==> config.mk <==
export PLATFORM = sky130hd
export DESIGN_NAME = mem_access_ctrl_flat
export DESIGN_NICKNAME = d
export VERILOG_FILES = /design/src/rtl/mem_access_ctrl_if.sv /design/src/rtl/mem_access_ctrl.sv /design/src/flat_wrapper.sv
export SDC_FILE = /design/constraint.sdc
export NUM_CORES = 1
export LEC_CHECK = 0
export CORE_MARGIN = 1
export CORE_UTILIZATION = 48
export DETAILED_ROUTE_END_ITERATION = 10
export GPL_ROUTABILITY_DRIVEN = 0
export PLACE_DENSITY_LB_ADDON = 0.1
export SYNTH_ARGS = -nofsm -noshare
export SYNTH_HDL_FRONTEND = slang
export SYNTH_SLANG_ARGS = --single-unit
==> constraint.sdc <==
create_clock -name i_Clk_1 -period 3.7 [get_ports i_Clk_1]
set_input_delay 0.74 -clock i_Clk_1 [delete_from_list [all_inputs] [get_ports i_Clk_1]]
set_output_delay 0.74 -clock i_Clk_1 [all_outputs]
set_load 0.05 [all_outputs]
==> src/rtl/mem_access_ctrl_if.sv <==
//------------------------------------------------------------------------------
// Module      : mem_access_ctrl_if
// Description : Single-port data-memory request/response bus between the
//               MEM-stage access controller (master) and data memory (slave).
// Revision    : 1.0 - initial release
//------------------------------------------------------------------------------
`default_nettype none

interface mem_access_ctrl_if;
  logic        o_MemReq_1;
  logic        o_MemWe_1;
  logic [31:0] o_MemAddr_32;
  logic [31:0] o_MemWData_32;
  logic        i_MemReady_1;
  logic [31:0] i_MemRData_32;

  modport master (
    output o_MemReq_1,
    output o_MemWe_1,
    output o_MemAddr_32,
    output o_MemWData_32,
    input  i_MemReady_1,
    input  i_MemRData_32
  );

  modport slave (
    input  o_MemReq_1,
    input  o_MemWe_1,
    input  o_MemAddr_32,
    input  o_MemWData_32,
    output i_MemReady_1,
    output i_MemRData_32
  );
endinterface

`default_nettype wire

==> src/rtl/mem_access_ctrl.sv <==
//------------------------------------------------------------------------------
// Module      : mem_access_ctrl
// Description : MEM-stage data-memory sequencer. One read for loads, one write
//               for SW, read-modify-write for SH/SB. Stalls the pipeline until
//               the access completes, flags misaligned accesses and aborts on
//               a memory timeout.
// Revision    : 1.0 - initial release
//------------------------------------------------------------------------------
`default_nettype none

module mem_access_ctrl #(
  parameter int TIMEOUT_CYCLES = 255
) (
  input  wire logic        i_Clk_1,
  input  wire logic        i_Reset_1,
  input  wire logic        i_Valid_1,
  input  wire logic        i_Load_1,
  input  wire logic        i_Store_1,
  input  wire logic [1:0]  i_LoadStoreWidth_2,
  input  wire logic [31:0] i_Addr_32,
  input  wire logic [31:0] i_StoreData_32,
  output logic             o_Stall_1,
  output logic             o_Done_1,
  output logic [31:0]      o_LoadWord_32,
  output logic             o_Misaligned_1,
  output logic             o_BusError_1,
  mem_access_ctrl_if.master io_Mem
);

  localparam logic [2:0] S_IDLE   = 3'd0;
  localparam logic [2:0] S_RD     = 3'd1;
  localparam logic [2:0] S_WR     = 3'd2;
  localparam logic [2:0] S_RMW_RD = 3'd3;
  localparam logic [2:0] S_RMW_WR = 3'd4;
  localparam logic [2:0] S_DONE   = 3'd5;

  // Counter value on the last waiting cycle before the abort edge.
  localparam logic [7:0] c_TimeoutLast = 8'(TIMEOUT_CYCLES - 1);

  localparam logic [1:0] c_WidthByte = 2'b00;
  localparam logic [1:0] c_WidthHalf = 2'b01;

  logic [2:0]  r_State;
  logic [2:0]  w_NextState;
  logic [7:0]  r_TimeoutCnt;
  logic [1:0]  r_Width;
  logic [1:0]  r_ByteOff;
  logic [31:0] r_SData;
  logic [31:0] r_MemAddr;
  logic [31:0] r_MemWData;
  logic [31:0] r_LoadWord;
  logic        r_Misaligned;
  logic        r_BusError;

  logic        w_Accept;
  logic        w_IsWord;
  logic        w_IsHalf;
  logic        w_MisalignedIn;
  logic        w_InReq;
  logic        w_Ready;
  logic        w_Timeout;
  logic [31:0] w_Merged;

  assign w_Accept       = i_Valid_1 & (i_Load_1 | i_Store_1);
  // Width 11 is treated as a word access.
  assign w_IsWord       = i_LoadStoreWidth_2[1];
  assign w_IsHalf       = (i_LoadStoreWidth_2 == c_WidthHalf);
  assign w_MisalignedIn = (w_IsHalf & i_Addr_32[0]) | (w_IsWord & (|i_Addr_32[1:0]));
  assign w_InReq        = (r_State == S_RD) | (r_State == S_WR) |
                          (r_State == S_RMW_RD) | (r_State == S_RMW_WR);
  assign w_Ready        = io_Mem.i_MemReady_1;
  assign w_Timeout      = w_InReq & ~w_Ready & (r_TimeoutCnt == c_TimeoutLast);

  // State register.
  always_ff @(posedge i_Clk_1) begin
    if (i_Reset_1) begin
      r_State <= S_IDLE;
    end else begin
      r_State <= w_NextState;
    end
  end

  // Next-state decode; a request state moves on only with ready or on timeout.
  always_comb begin
    w_NextState = r_State;
    case (r_State)
      S_IDLE: begin
        if (w_Accept) begin
          if (w_MisalignedIn)     w_NextState = S_DONE;
          else if (i_Load_1)      w_NextState = S_RD;
          else if (w_IsWord)      w_NextState = S_WR;
          else                    w_NextState = S_RMW_RD;
        end
      end
      S_RD, S_WR, S_RMW_WR: begin
        if (w_Ready || w_Timeout) w_NextState = S_DONE;
      end
      S_RMW_RD: begin
        if (w_Ready)              w_NextState = S_RMW_WR;
        else if (w_Timeout)       w_NextState = S_DONE;
      end
      S_DONE:  w_NextState = S_IDLE;
      default: w_NextState = S_IDLE;
    endcase
  end

  // Output decode from the current state.
  always_comb begin
    o_Stall_1         = ((r_State == S_IDLE) & w_Accept) | w_InReq;
    o_Done_1          = (r_State == S_DONE);
    io_Mem.o_MemReq_1 = w_InReq;
    io_Mem.o_MemWe_1  = (r_State == S_WR) | (r_State == S_RMW_WR);
  end

  // Lane merge for SB/SH: replace only the addressed byte or half.
  always_comb begin
    w_Merged = io_Mem.i_MemRData_32;
    if (r_Width == c_WidthByte) begin
      case (r_ByteOff)
        2'd0:    w_Merged[7:0]   = r_SData[7:0];
        2'd1:    w_Merged[15:8]  = r_SData[7:0];
        2'd2:    w_Merged[23:16] = r_SData[7:0];
        default: w_Merged[31:24] = r_SData[7:0];
      endcase
    end else if (r_Width == c_WidthHalf) begin
      if (r_ByteOff[1]) w_Merged[31:16] = r_SData[15:0];
      else              w_Merged[15:0]  = r_SData[15:0];
    end
  end

  // Timeout counter: cleared on any state change, counts request cycles without ready.
  always_ff @(posedge i_Clk_1) begin
    if (i_Reset_1) begin
      r_TimeoutCnt <= 8'd0;
    end else if (w_NextState != r_State) begin
      r_TimeoutCnt <= 8'd0;
    end else if (w_InReq && !w_Ready) begin
      r_TimeoutCnt <= r_TimeoutCnt + 8'd1;
    end
  end

  // Access datapath: latch on accept, capture read data, build RMW write word, status pulses.
  always_ff @(posedge i_Clk_1) begin
    if (i_Reset_1) begin
      r_Width      <= 2'd0;
      r_ByteOff    <= 2'd0;
      r_SData      <= 32'd0;
      r_MemAddr    <= 32'd0;
      r_MemWData   <= 32'd0;
      r_LoadWord   <= 32'd0;
      r_Misaligned <= 1'b0;
      r_BusError   <= 1'b0;
    end else begin
      if ((r_State == S_IDLE) && w_Accept) begin
        r_Width    <= i_LoadStoreWidth_2;
        r_ByteOff  <= i_Addr_32[1:0];
        r_SData    <= i_StoreData_32;
        r_MemAddr  <= {i_Addr_32[31:2], 2'b00};
        r_MemWData <= i_StoreData_32;
      end
      if ((r_State == S_RD) && w_Ready) begin
        r_LoadWord <= io_Mem.i_MemRData_32;
      end
      if ((r_State == S_RMW_RD) && w_Ready) begin
        r_MemWData <= w_Merged;
      end
      // Both flags land exactly on the DONE cycle and clear the cycle after.
      r_Misaligned <= (r_State == S_IDLE) & w_Accept & w_MisalignedIn;
      r_BusError   <= w_Timeout;
    end
  end

  assign o_LoadWord_32        = r_LoadWord;
  assign o_Misaligned_1       = r_Misaligned;
  assign o_BusError_1         = r_BusError;
  assign io_Mem.o_MemAddr_32  = r_MemAddr;
  assign io_Mem.o_MemWData_32 = r_MemWData;

endmodule

`default_nettype wire

==> src/flat_wrapper.sv <==
// flat-port wrapper written by rule: the top's interface ports become plain ports
module mem_access_ctrl_flat 
#(
  parameter int TIMEOUT_CYCLES = 255
)
  (i_Clk_1, i_Reset_1, i_Valid_1, i_Load_1, i_Store_1, i_LoadStoreWidth_2, i_Addr_32, i_StoreData_32, o_Stall_1, o_Done_1, o_LoadWord_32, o_Misaligned_1, o_BusError_1, io_Mem_o_MemReq_1, io_Mem_o_MemWe_1, io_Mem_o_MemAddr_32, io_Mem_o_MemWData_32, io_Mem_i_MemReady_1, io_Mem_i_MemRData_32);
  mem_access_ctrl_if io_Mem_i ();
  input  wire logic i_Clk_1;
  input  wire logic i_Reset_1;
  input  wire logic i_Valid_1;
  input  wire logic i_Load_1;
  input  wire logic i_Store_1;
  input  wire logic [1:0] i_LoadStoreWidth_2;
  input  wire logic [31:0] i_Addr_32;
  input  wire logic [31:0] i_StoreData_32;
  output logic o_Stall_1;
  output logic o_Done_1;
  output logic [31:0] o_LoadWord_32;
  output logic o_Misaligned_1;
  output logic o_BusError_1;
  output wire logic [$bits(io_Mem_i.o_MemReq_1)-1:0] io_Mem_o_MemReq_1;
  output wire logic [$bits(io_Mem_i.o_MemWe_1)-1:0] io_Mem_o_MemWe_1;
  output wire logic [$bits(io_Mem_i.o_MemAddr_32)-1:0] io_Mem_o_MemAddr_32;
  output wire logic [$bits(io_Mem_i.o_MemWData_32)-1:0] io_Mem_o_MemWData_32;
  input wire logic [$bits(io_Mem_i.i_MemReady_1)-1:0] io_Mem_i_MemReady_1;
  input wire logic [$bits(io_Mem_i.i_MemRData_32)-1:0] io_Mem_i_MemRData_32;
  assign io_Mem_o_MemReq_1 = io_Mem_i.o_MemReq_1;
  assign io_Mem_o_MemWe_1 = io_Mem_i.o_MemWe_1;
  assign io_Mem_o_MemAddr_32 = io_Mem_i.o_MemAddr_32;
  assign io_Mem_o_MemWData_32 = io_Mem_i.o_MemWData_32;
  assign io_Mem_i.i_MemReady_1 = io_Mem_i_MemReady_1;
  assign io_Mem_i.i_MemRData_32 = io_Mem_i_MemRData_32;
  mem_access_ctrl #(.TIMEOUT_CYCLES(TIMEOUT_CYCLES)) u_core (.i_Clk_1(i_Clk_1), .i_Reset_1(i_Reset_1), .i_Valid_1(i_Valid_1), .i_Load_1(i_Load_1), .i_Store_1(i_Store_1), .i_LoadStoreWidth_2(i_LoadStoreWidth_2), .i_Addr_32(i_Addr_32), .i_StoreData_32(i_StoreData_32), .o_Stall_1(o_Stall_1), .o_Done_1(o_Done_1), .o_LoadWord_32(o_LoadWord_32), .o_Misaligned_1(o_Misaligned_1), .o_BusError_1(o_BusError_1), .io_Mem(io_Mem_i));
endmodule
==> results of run 1 <==
==> cell type report <==
class	instances	area [um2]	area share [%]
Clock buffer	19	443	5.52
Clock inverter	12	114	1.42
Inverter	4	15.0	0.187
Multi-Input combinational cell	496	2620	32.7
Sequential cell	127	2540	31.7
Tap cell	140	175	2.18
Timing Repair Buffer	211	2110	26.3
==> cell usage after synthesis, types with 4 or more instances <==
cell type	number	share of area, %
a31oi_1	18	2.1
inv_1	4	0.28
o22a_1	15	2.4
nand2_1	215	15
nand3_1	13	1.2
a211oi_1	13	1.8
clkbuf_1	45	3.1
dfxtp_1	127	47
a221oi_1	4	0.65
o21ai_0	14	1.3
xnor2_1	5	0.81
and3_1	8	0.92
a21o_1	10	1.4
buf_2	7	0.65
o311ai_0	8	1.3
a311oi_1	13	2.1
nor2_1	9	0.62
nand3b_1	9	1.2
a21oi_1	95	8.8
nor2b_1	4	0.46
==> per-stage QoR <==
step | total power (uW) | hold WS (ns) | area (um2) | worst slack, ns
after floorplan | 2180 | 0.450 | 5420 | 0.654
after global placement | 2550 | 0.441 | 7470 | 0.632
after detailed placement | 2570 | 0.447 | 7470 | 0.524
after CTS | 4120 | 0.454 | 8020 | 0.642
after global routing | 4270 | 0.469 | 8020 | 0.464
final | 4110 | 0.451 | 8020 | 0.644
==> flip-flops by register name, summed over array words and instances (netlist names) <==
signal / count
u_core.io_Mem.o_MemAddr_32: 30
u_core.io_Mem.o_MemWData_32: 32
u_core.o_BusError_1: 1
u_core.o_LoadWord_32: 32
u_core.o_Misaligned_1: 1
u_core.r_ByteOff: 2
u_core.r_SData: 16
u_core.r_State: 3
u_core.r_TimeoutCnt: 8
u_core.r_Width: 2
==> critical path, cell delays in order (launching register included) <==
cell and delay, ns:
dfxtp_1 0.45, nor3_1 0.59, nor2_1 0.14, clkdlybuf4s50_1 0.73
==> worst paths after layout <==
check                                                           start                                          end  slack (ns)  cells after the start
worst max-delay path                     u_core.r_State[1]$_SDFF_PP0_                            io_Mem_o_MemReq_1        0.64                      3
worst min register to register  u_core.o_LoadWord_32[15]$_SDFFE_PP0P_        u_core.o_LoadWord_32[15]$_SDFFE_PP0P_        0.45                      2
worst max register to register           u_core.r_State[1]$_SDFF_PP0_  u_core.io_Mem.o_MemAddr_32[14]$_SDFFE_PP0P_        1.21                      5
worst min-delay path            u_core.o_LoadWord_32[15]$_SDFFE_PP0P_        u_core.o_LoadWord_32[15]$_SDFFE_PP0P_        0.45                      2
==> cell families (layout without fill, tap and decap cells) <==
| kind of cell | count (synthesis) | after routing |
|---|---|---|
| buffers and inverters | 61 | 246 |
| other | 1 | 2 |
| xor gates and xnor gates | 5 | 5 |
| and+or+nand+nor | 286 | 286 |
| adders and majority gates | 2 | 2 |
| AOI/OAI and AO/OA | 201 | 201 |
| DFF | 127 | 127 |
==> metal layers <==
layer  share of wire [%]  global-route usage (%)  vias up
met3                 9.3                    8.92       34
met4                 2.4                    11.2        0
met1                  41                    34.3     2624
met2                  48                    48.7      258
li1                    -                       -     2740
met5                   0                       0        -
==> power groups by stage <==
stage	logic [uW]	clock network, uW	registers (uW)
2_1_floorplan	363	0	1820
3_3_place_gp	978	0	1570
3_5_place_dp	992	0	1570
4_1_cts	996	1580	1550
5_1_grt	1060	1650	1560
6_report	996	1570	1550
==> metrics.yaml, run 1 <==
logic_synthesis:
  mappedNetlistArea_um2: 5420
  synth_flop_cell: "dfxtp_1"
  ys_seq_area_share_pct: 46.9
  synth_mux_area_share_pct: 0
  synthArstFlopShare_pct: 0
  yosys_register_bits: 127
  synth_compound_area_share_pct: 23.7
  synth_cell_type_count: 49
  synth_xor_area_share_pct: 0.809
  synth_edf_count: 0
  postSynthAreaPerCell_um2: 7.93
  synthCells: 683
  synth_simple_gate_area_share_pct: 23.2
  yosys_warnings: 0
  synth_top_family_by_area: "compound AO/OA/AOI/OAI gates"
  synthAdderAreaFrac_pct: 0.462
clocking:
  post_cts_buffers: 0
  cts-htree-levels: 4
  holdBufCountCts: 0
  cts.sinks: 127
  clock_latency_ns: 0.41
  post_cts_resized: 0
  cts_tree: "built"
  clk_pin_slew_ns: 0.05
  cts-root-buf: "clkbuf_16"
  clockBufferDepth: 2
  cts-buffers-inserted: 17
pwr:
  switchingPower_uw: 1340
  p_per_area_nw_per_um2: 512
  ir_worst_vdd_v: 0.000336
  p_clk_share_pct: 38.1
  seqPwrFrac_pct: 37.7
  internal_power_uw: 2780
  comb_power_share_pct: 24.2
  power_leakage_uw: 0.00276
  swShare_pct: 32.5
floorplan:
  die-area_um2: 11700
  core-area_um2: 10900
  die_h_um: 108
  boundaryPins: 206
  num_rows: 38
  initial_core_util_pct: 49.5
  die-width_um: 108
setup_path:
  startpoint_type: "flop"
  crit_type: "reg -> out"
  worst_ep_required_time_ns: 2.96
  worst-path-max-fanout: 14
  cp_data_arrival_time_ns: 2.32
  endpoint_kind: "primary output"
layout:
  instances_no_fill: 1009
  antennaDiodeCount: 0
  layout_common_cells: "nand2_1 (214), clkdlybuf4s50_1 (201), dfxtp_1 (127)"
  area_growth_pct: 48.1
  mostFrequentLayoutCell: "nand2_1"
  fin_nets: 963
  postLayoutCoreUtil_pct: 73.4
  drive_gt1_share_pct: 5.75
  nFillCells: 902
drt:
  antenna_left: 0
  drtPass1Iterations: 4
  drc_errors: 0
  wl_mm: 16.7
  drtIter0Drc: 350
  wire_per_inst_um: 16.6
  vias: 5656
  avgViaCountPerCell: 5.61
timing:
  setup_tns_ns: 0
  timing.fmax_mhz: 327
  rsz0062_at_grt: "false"
  period_share_pct: 82.6
  worst-slew-pin-transition_ns: 1.07
  finalClockSkew_ns: 0.0126
  relSlewSlack_pct: 27.7
  post-route-min-period_ns: 3.06
  hold_viol_final: 0
  finalSetupViolations: 0
  maxSlewViolCount: 0
status:
  status: "completed"
hold_path:
  hp-class: "reg -> reg"
place:
  io_buffers: 203
  hpwl_mm: 11.6
  place_inst: 978
grt:
  grt_pass1_wl_mm: 26.5
  grt_max_degree: 79
  grt_pass1_vias: 5550
  antenna_found_initial: 0
  grt_overflow_total: 0
  grt_usage_pct: 28.9
job:
  cap_violations: 0
(Power assumes the default switching activity.)
==> run 2: changes to the inputs <==
--- a/config.mk
+++ b/config.mk
@@ -6,7 +6,7 @@
 export NUM_CORES = 1
 export LEC_CHECK = 0
 export CORE_MARGIN = 1
-export CORE_UTILIZATION = 48
+export CORE_UTILIZATION = 44
 export DETAILED_ROUTE_END_ITERATION = 10
 export GPL_ROUTABILITY_DRIVEN = 0
 export PLACE_DENSITY_LB_ADDON = 0.1
==> constraint.sdc (replaced) <==
create_clock -name i_Clk_1 -period 2.9 [get_ports i_Clk_1]
set_input_delay 0.58 -clock i_Clk_1 [delete_from_list [all_inputs] [get_ports i_Clk_1]]
set_output_delay 0.58 -clock i_Clk_1 [all_outputs]
set_load 0.05 [all_outputs]
==> run 2 against run 1 <==
Net effect: sequential cell count unchanged; setup slack got worse by 0.48 ns; clock skew decreased by 0.0049 ns; non-clock buffer count increased by 8; critical endpoint unchanged.
==> metrics.yaml, run 2 (same netlist as run 1, synthesis figures left out) <==
drt:
  wire_per_inst_um: 16.6  # +0.44%
  avgViaCountPerCell: 5.54  # -1.2%
  drtPass1Iterations: 5  # +1
  antenna_left: 0  # unchanged
  drtIter0Drc: 359  # +2.6%
  wl_mm: 17.0  # +1.9%
  drc_errors: 0  # unchanged
  vias: 5674  # +0.32%
job:
  cap_violations: 0  # unchanged
layout:
  fin_nets: 971  # +0.83%
  drive_gt1_share_pct: 6.39  # +0.63 points
  nFillCells: 996  # +10%
  mostFrequentLayoutCell: "nand2_1"
  design_area_um2: 8160  # +1.7%
  area_growth_pct: 50.6
  antennaDiodeCount: 0  # unchanged
  layout_common_cells: "nand2_1 (214), clkdlybuf4s50_1 (200), dfxtp_1 (127)"
timing:
  finalClockSkew_ns: 0.00772  # -0.00486 ns
  rsz0062_at_grt: "false"
  setup_ws_ns: 0.160  # -0.484 ns
  relSlewSlack_pct: 41.8  # +14 points
  worst-slew-pin-transition_ns: 0.873  # -0.194 ns
  setup_tns_ns: 0  # unchanged
  post-route-min-period_ns: 2.74
  maxSlewViolCount: 0  # unchanged
  finalSetupViolations: 0  # unchanged
  hold_viol_final: 0  # unchanged
  hold_slack_ns: 0.452  # +0.000112 ns
  period_share_pct: 94.5
  timing.fmax_mhz: 365
setup_path:
  startpoint_type: "flop"
  worst_ep_required_time_ns: 2.32  # -0.64 ns
  crit_type: "reg -> out"
  cp_data_arrival_time_ns: 2.16  # -0.16 ns
  path_buf_inv: 1  # unchanged
  worstPathCellList: "o21a_4, nor2_1, clkdlybuf4s50_1"
  max_stage_delay_ns: 0.83  # +0.10 ns
  cp_top_family: "buffers and inverters"
  endpoint_kind: "primary output"
  cpMaxStageDelayCell: "clkdlybuf4s50_1"
  worst-path-max-fanout: 14  # unchanged
floorplan:
  num_rows: 40  # +5.3%
  die-width_um: 113  # +4.4%
  initial_core_util_pct: 45.1  # -4.4 points
  die-area_um2: 12800  # +8.9%
  boundaryPins: 206  # unchanged
  die_h_um: 113  # +4.4%
  core-area_um2: 12000  # +9.8%
clocking:
  clk_pin_slew_ns: 0.05  # about the same
  cts-buffers-inserted: 17  # unchanged
  cts-htree-levels: 4  # unchanged
  cts_tree: "built"
  holdBufCountCts: 0  # unchanged
  post_cts_resized: 0  # unchanged
  clockBufferDepth: 2  # unchanged
  cts-root-buf: "clkbuf_16"
  cts.sinks: 127  # unchanged
  clock_latency_ns: 0.41  # about the same
  post_cts_buffers: 0  # unchanged
grt:
  grt_overflow_total: 0  # unchanged
  grt_usage_pct: 27.2  # -1.7 points
  grt_pass1_vias: 5451  # -1.8%
  grt_pass1_wl_mm: 27.4  # +3.4%
  antenna_found_initial: 0  # unchanged
  grt_max_degree: 86  # +8.9%
hold_path:
  hp-class: "reg -> reg"
pwr:
  swShare_pct: 30.0  # -2.5 points
  p_clk_share_pct: 40.4  # +2.3 points
  seqPwrFrac_pct: 36.0  # -1.7 points
  switchingPower_uw: 1650  # +23%
  p_per_area_nw_per_um2: 672  # +31%
  power_leakage_uw: 0.00286  # +3.6%
  comb_power_share_pct: 23.6  # -0.6 points
  ir_worst_vdd_v: 0.000545  # +62%
  internal_power_uw: 3840  # +38%
status:
  status: "completed"
place:
  place_ws_ns: 0.228  # -0.296 ns
  place_area_um2: 7530  # +0.92%
  hpwl_mm: 11.7  # +1.6%
  io_buffers: 203  # unchanged
[run 2: cell types whose count changed in the layout (fill, tap and decap cells not counted), sizes merged]
| cell | delta |
|---|---|
| buf | +8 |
| bufinv | +2 |
| clkbuf | +7 |
| clkdlybuf4s50 | -1 |
| clkinv | -3 |
| clkinvlp | -4 |
| dlymetal6s2s | +1 |
| inv | -2 |
[run 2: through the flow]
step,util (%),total power [uW],std cells
finish,67.9,5490,1024
global route,67.9,5700,1024
CTS,67.9,5510,1024
detailed placement,62.7,3300,993
global placement,62.7,3280,993
floorplan,-,2780,684
[run 2: power groups by stage]
stage | Clock, uW | Combinational, uW | Sequential, uW
global placement | 0 | 1270 | 2000
detailed placement | 0 | 1290 | 2010
floorplan | 0 | 463 | 2320
finish | 2210 | 1300 | 1970
global route | 2330 | 1380 | 1990
CTS | 2240 | 1300 | 1970
[run 2: worst paths after layout]
check	depth (start not counted)	end	slack, ns	start
setup / recovery	3	io_Mem_o_MemReq_1	0.16	u_core.r_State[1]$_SDFF_PP0_
hold / removal	2	u_core.o_LoadWord_32[4]$_SDFFE_PP0P_	0.45	u_core.o_LoadWord_32[4]$_SDFFE_PP0P_
setup reg to reg	5	u_core.r_TimeoutCnt[6]$_SDFFE_PP0P_	0.52	u_core.r_State[1]$_SDFF_PP0_
hold reg to reg	2	u_core.o_LoadWord_32[4]$_SDFFE_PP0P_	0.45	u_core.o_LoadWord_32[4]$_SDFFE_PP0P_
[run 2: final cells by class]
type / count / area, um2 / share of cell area [%]
clock buffers: 26 / 519 / 6.37
clock inverters: 5 / 100 / 1.23
inverters: 4 / 15.0 / 0.184
multi-input cells: 496 / 2620 / 32.1
flip-flops and latches: 127 / 2540 / 31.2
well taps: 147 / 184 / 2.25
repair buffers: 219 / 2170 / 26.7
[run 2: per-layer routing]
layer / global-route usage (%) / vias to the layer above / part of all wire, %
li1: - / 2762 / -
met1: 32.5 / 2632 / 41
met2: 45.3 / 250 / 48
met3: 8.57 / 30 / 8.8
met4: 11.5 / 0 / 2.3
met5: 0 / - / 0
[run 2: worst register-to-register path, stage by stage (launching register included)]
cell      delay [ns]
dfxtp_1         0.61
nor3_1          0.13
buf_4           0.18
or3_1           0.46
o211ai_1        0.63
a221oi_1        0.21
==> run 3: changes to the inputs <==
--- a/config.mk
+++ b/config.mk
@@ -8,7 +8,6 @@
 export CORE_MARGIN = 1
 export CORE_UTILIZATION = 44
 export DETAILED_ROUTE_END_ITERATION = 10
-export GPL_ROUTABILITY_DRIVEN = 0
 export PLACE_DENSITY_LB_ADDON = 0.1
 export SYNTH_ARGS = -nofsm -noshare
 export SYNTH_HDL_FRONTEND = slang
==> run 3 against run 2 <==
Net effect: clock power down 5%; sequential power is essentially flat; critical path depth is the same; combinational power barely moved; first-iteration DRC count increased by 15%; clock skew shrank 0.00096 ns; highest routed layer unchanged.
==> metrics.yaml, run 3 (same netlist as run 1, synthesis figures left out) <==
setup_path:
  max_stage_delay_ns: 0.83  # about the same
  crit_type: "reg -> out"
  r2r_end: "u_core.r_TimeoutCnt[7]$_SDFFE_PP0P_"
  rrSetupSlack_ns: 0.67  # +0.15 ns
  crit_end: "io_Mem_o_MemWe_1"
  rr_worst_depth: 5  # unchanged
  worstPathCellList: "xnor2_1, nor2_1, clkdlybuf4s50_1"
  startpoint_type: "flop"
  endpoint_kind: "primary output"
  cp_data_arrival_time_ns: 2.17  # about the same
  crit_start: "u_core.r_State[1]$_SDFF_PP0_"
  worst-path-max-fanout: 14  # unchanged
  worst_ep_required_time_ns: 2.32  # about the same
  r2r_start: "u_core.r_State[1]$_SDFF_PP0_"
  cpMaxStageDelayCell: "clkdlybuf4s50_1"
clocking:
  clockBufferDepth: 2  # unchanged
  post_cts_resized: 0  # unchanged
  clock_latency_ns: 0.42  # about the same
  cts.sinks: 127  # unchanged
  clk_pin_slew_ns: 0.05  # about the same
  cts-root-buf: "clkbuf_16"
  post_cts_buffers: 0  # unchanged
  cts-buffers-inserted: 17  # unchanged
  cts_tree: "built"
  cts-htree-levels: 4  # unchanged
  holdBufCountCts: 0  # unchanged
timing:
  relSlewSlack_pct: 52.8  # +11 points
  setup_ws_ns: 0.145  # -0.0151 ns
  setup_tns_ns: 0  # unchanged
  post-route-min-period_ns: 2.75  # +0.0151 ns
  timing.fmax_mhz: 363  # -0.55%
  hold_viol_final: 0  # unchanged
  period_share_pct: 95.0  # +0.52 points
  finalSetupViolations: 0  # unchanged
  worst-slew-pin-transition_ns: 0.707  # -0.166 ns
  maxSlewViolCount: 0  # unchanged
  finalClockSkew_ns: 0.00676  # -0.000962 ns
  rsz0062_at_grt: "false"
layout:
  area_growth_pct: 49.8
  nFillCells: 1000  # +0.40%
  antennaDiodeCount: 0  # unchanged
  design_area_um2: 8110  # -0.52%
  postLayoutCoreUtil_pct: 67.6  # -0.35 points
  mostFrequentLayoutCell: "nand2_1"
  drive_gt1_share_pct: 6.83  # +0.44 points
  fin_nets: 972  # +0.10%
  layout_common_cells: "nand2_1 (214), clkdlybuf4s50_1 (201), dfxtp_1 (127)"
grt:
  grt_usage_pct: 26.9  # -0.33 points
  grt_max_degree: 66  # -23%
  use_met1_pct: 32.2  # -0.27 points
  grt_overflow_total: 0  # unchanged
  grtUsageMet2_pct: 45.2  # -0.16 points
  busiest_layer: "met2"
  grt_use_met3_pct: 7.66  # -0.91 points
  grt_pass1_wl_mm: 26.9  # -1.9%
  antenna_found_initial: 0  # unchanged
  grt_pass1_vias: 5491  # +0.73%
job:
  cap_violations: 0  # unchanged
place:
  place.gp.congestion: 0.836
  place_area_um2: 7530  # about the same
  place_ws_ns: 0.384  # +0.156 ns
  io_buffers: 203  # unchanged
  hpwl_mm: 12.0  # +2.0%
floorplan:
  die-area_um2: 12800  # unchanged
  die-width_um: 113  # unchanged
  initial_core_util_pct: 45.1  # unchanged
  boundaryPins: 206  # unchanged
  die_h_um: 113  # unchanged
  num_rows: 40  # unchanged
  core-area_um2: 12000  # unchanged
drt:
  vias: 5637  # -0.65%
  drc_errors: 0  # unchanged
  wire_per_inst_um: 16.7  # +0.10%
  wl_mm: 17.1  # +0.30%
  drtPass1Iterations: 4  # -1
  drtIter0Drc: 414  # +15%
  avgViaCountPerCell: 5.49  # -0.85%
  antenna_left: 0  # unchanged
pwr:
  power_leakage_uw: 0.00282  # -1.2%
  p_per_area_nw_per_um2: 661  # -1.6%
  p_total_uw: 5370  # -2.2%
  ir_worst_vdd_v: 0.000375  # -31%
status:
  status: "completed"
hold_path:
  hp-class: "reg -> reg"
-- run 3: through the flow --
stage	hold WS (ns)	std cells
5_1_grt	0.473	1026
3_5_place_dp	0.448	994
4_1_cts	0.453	1026
2_1_floorplan	0.450	684
6_report	0.452	1026
3_3_place_gp	0.440	994
-- run 3: worst min-delay path by stage --
| stage | end | depth (start not counted) | start |
|---|---|---|---|
| finish | u_core.io_Mem.o_MemAddr_32[26]$_SDFFE_PP0P_ | 2 | u_core.io_Mem.o_MemAddr_32[26]$_SDFFE_PP0P_ |
| global route | u_core.io_Mem.o_MemAddr_32[12]$_SDFFE_PP0P_ | 2 | u_core.io_Mem.o_MemAddr_32[12]$_SDFFE_PP0P_ |
| CTS | u_core.io_Mem.o_MemAddr_32[26]$_SDFFE_PP0P_ | 2 | u_core.io_Mem.o_MemAddr_32[26]$_SDFFE_PP0P_ |
| detailed placement | u_core.io_Mem.o_MemAddr_32[12]$_SDFFE_PP0P_ | 2 | u_core.io_Mem.o_MemAddr_32[12]$_SDFFE_PP0P_ |
| global placement | u_core.io_Mem.o_MemAddr_32[12]$_SDFFE_PP0P_ | 2 | u_core.io_Mem.o_MemAddr_32[12]$_SDFFE_PP0P_ |
| floorplan | u_core.r_SData[13]$_SDFFE_PP0P_ | 2 | u_core.r_SData[13]$_SDFFE_PP0P_ |
-- run 3: layout make-up --
cell class                 instances  area, um2  share of cell area (%)
clock buffer                      21        470                    5.80
clock inverter                    11        114                    1.40
inverter                           4       15.0                   0.185
multi-input combinational        496       2620                    32.3
sequential                       127       2540                    31.3
tap                              147        184                    2.27
timing repair buffer             220       2170                    26.7
-- run 3: per-layer routing --
metal | vias to the layer above | part of all wire [%]
li1 | 2758 | -
met1 | 2620 | 43
met2 | 227 | 48
met3 | 32 | 7.1
met4 | 0 | 2.4
met5 | - | 0
-- run 3: where the power goes --
| part | switching (uW) | internal (uW) | leakage [uW] |
|---|---|---|---|
| registers | 97.2 | 1880 | 0.00104 |
| logic | 820 | 481 | 0.00150 |
| clock network | 770 | 1320 | 0.000288 |
-- run 3: worst max-delay path, delay by kind of cell (launching register included) --
kind	cells	cell delay, ns
AND/OR/NAND/NOR	1	0.15
buffers and inverters	1	0.83
flip-flops	1	0.61
XOR/XNOR	1	0.17
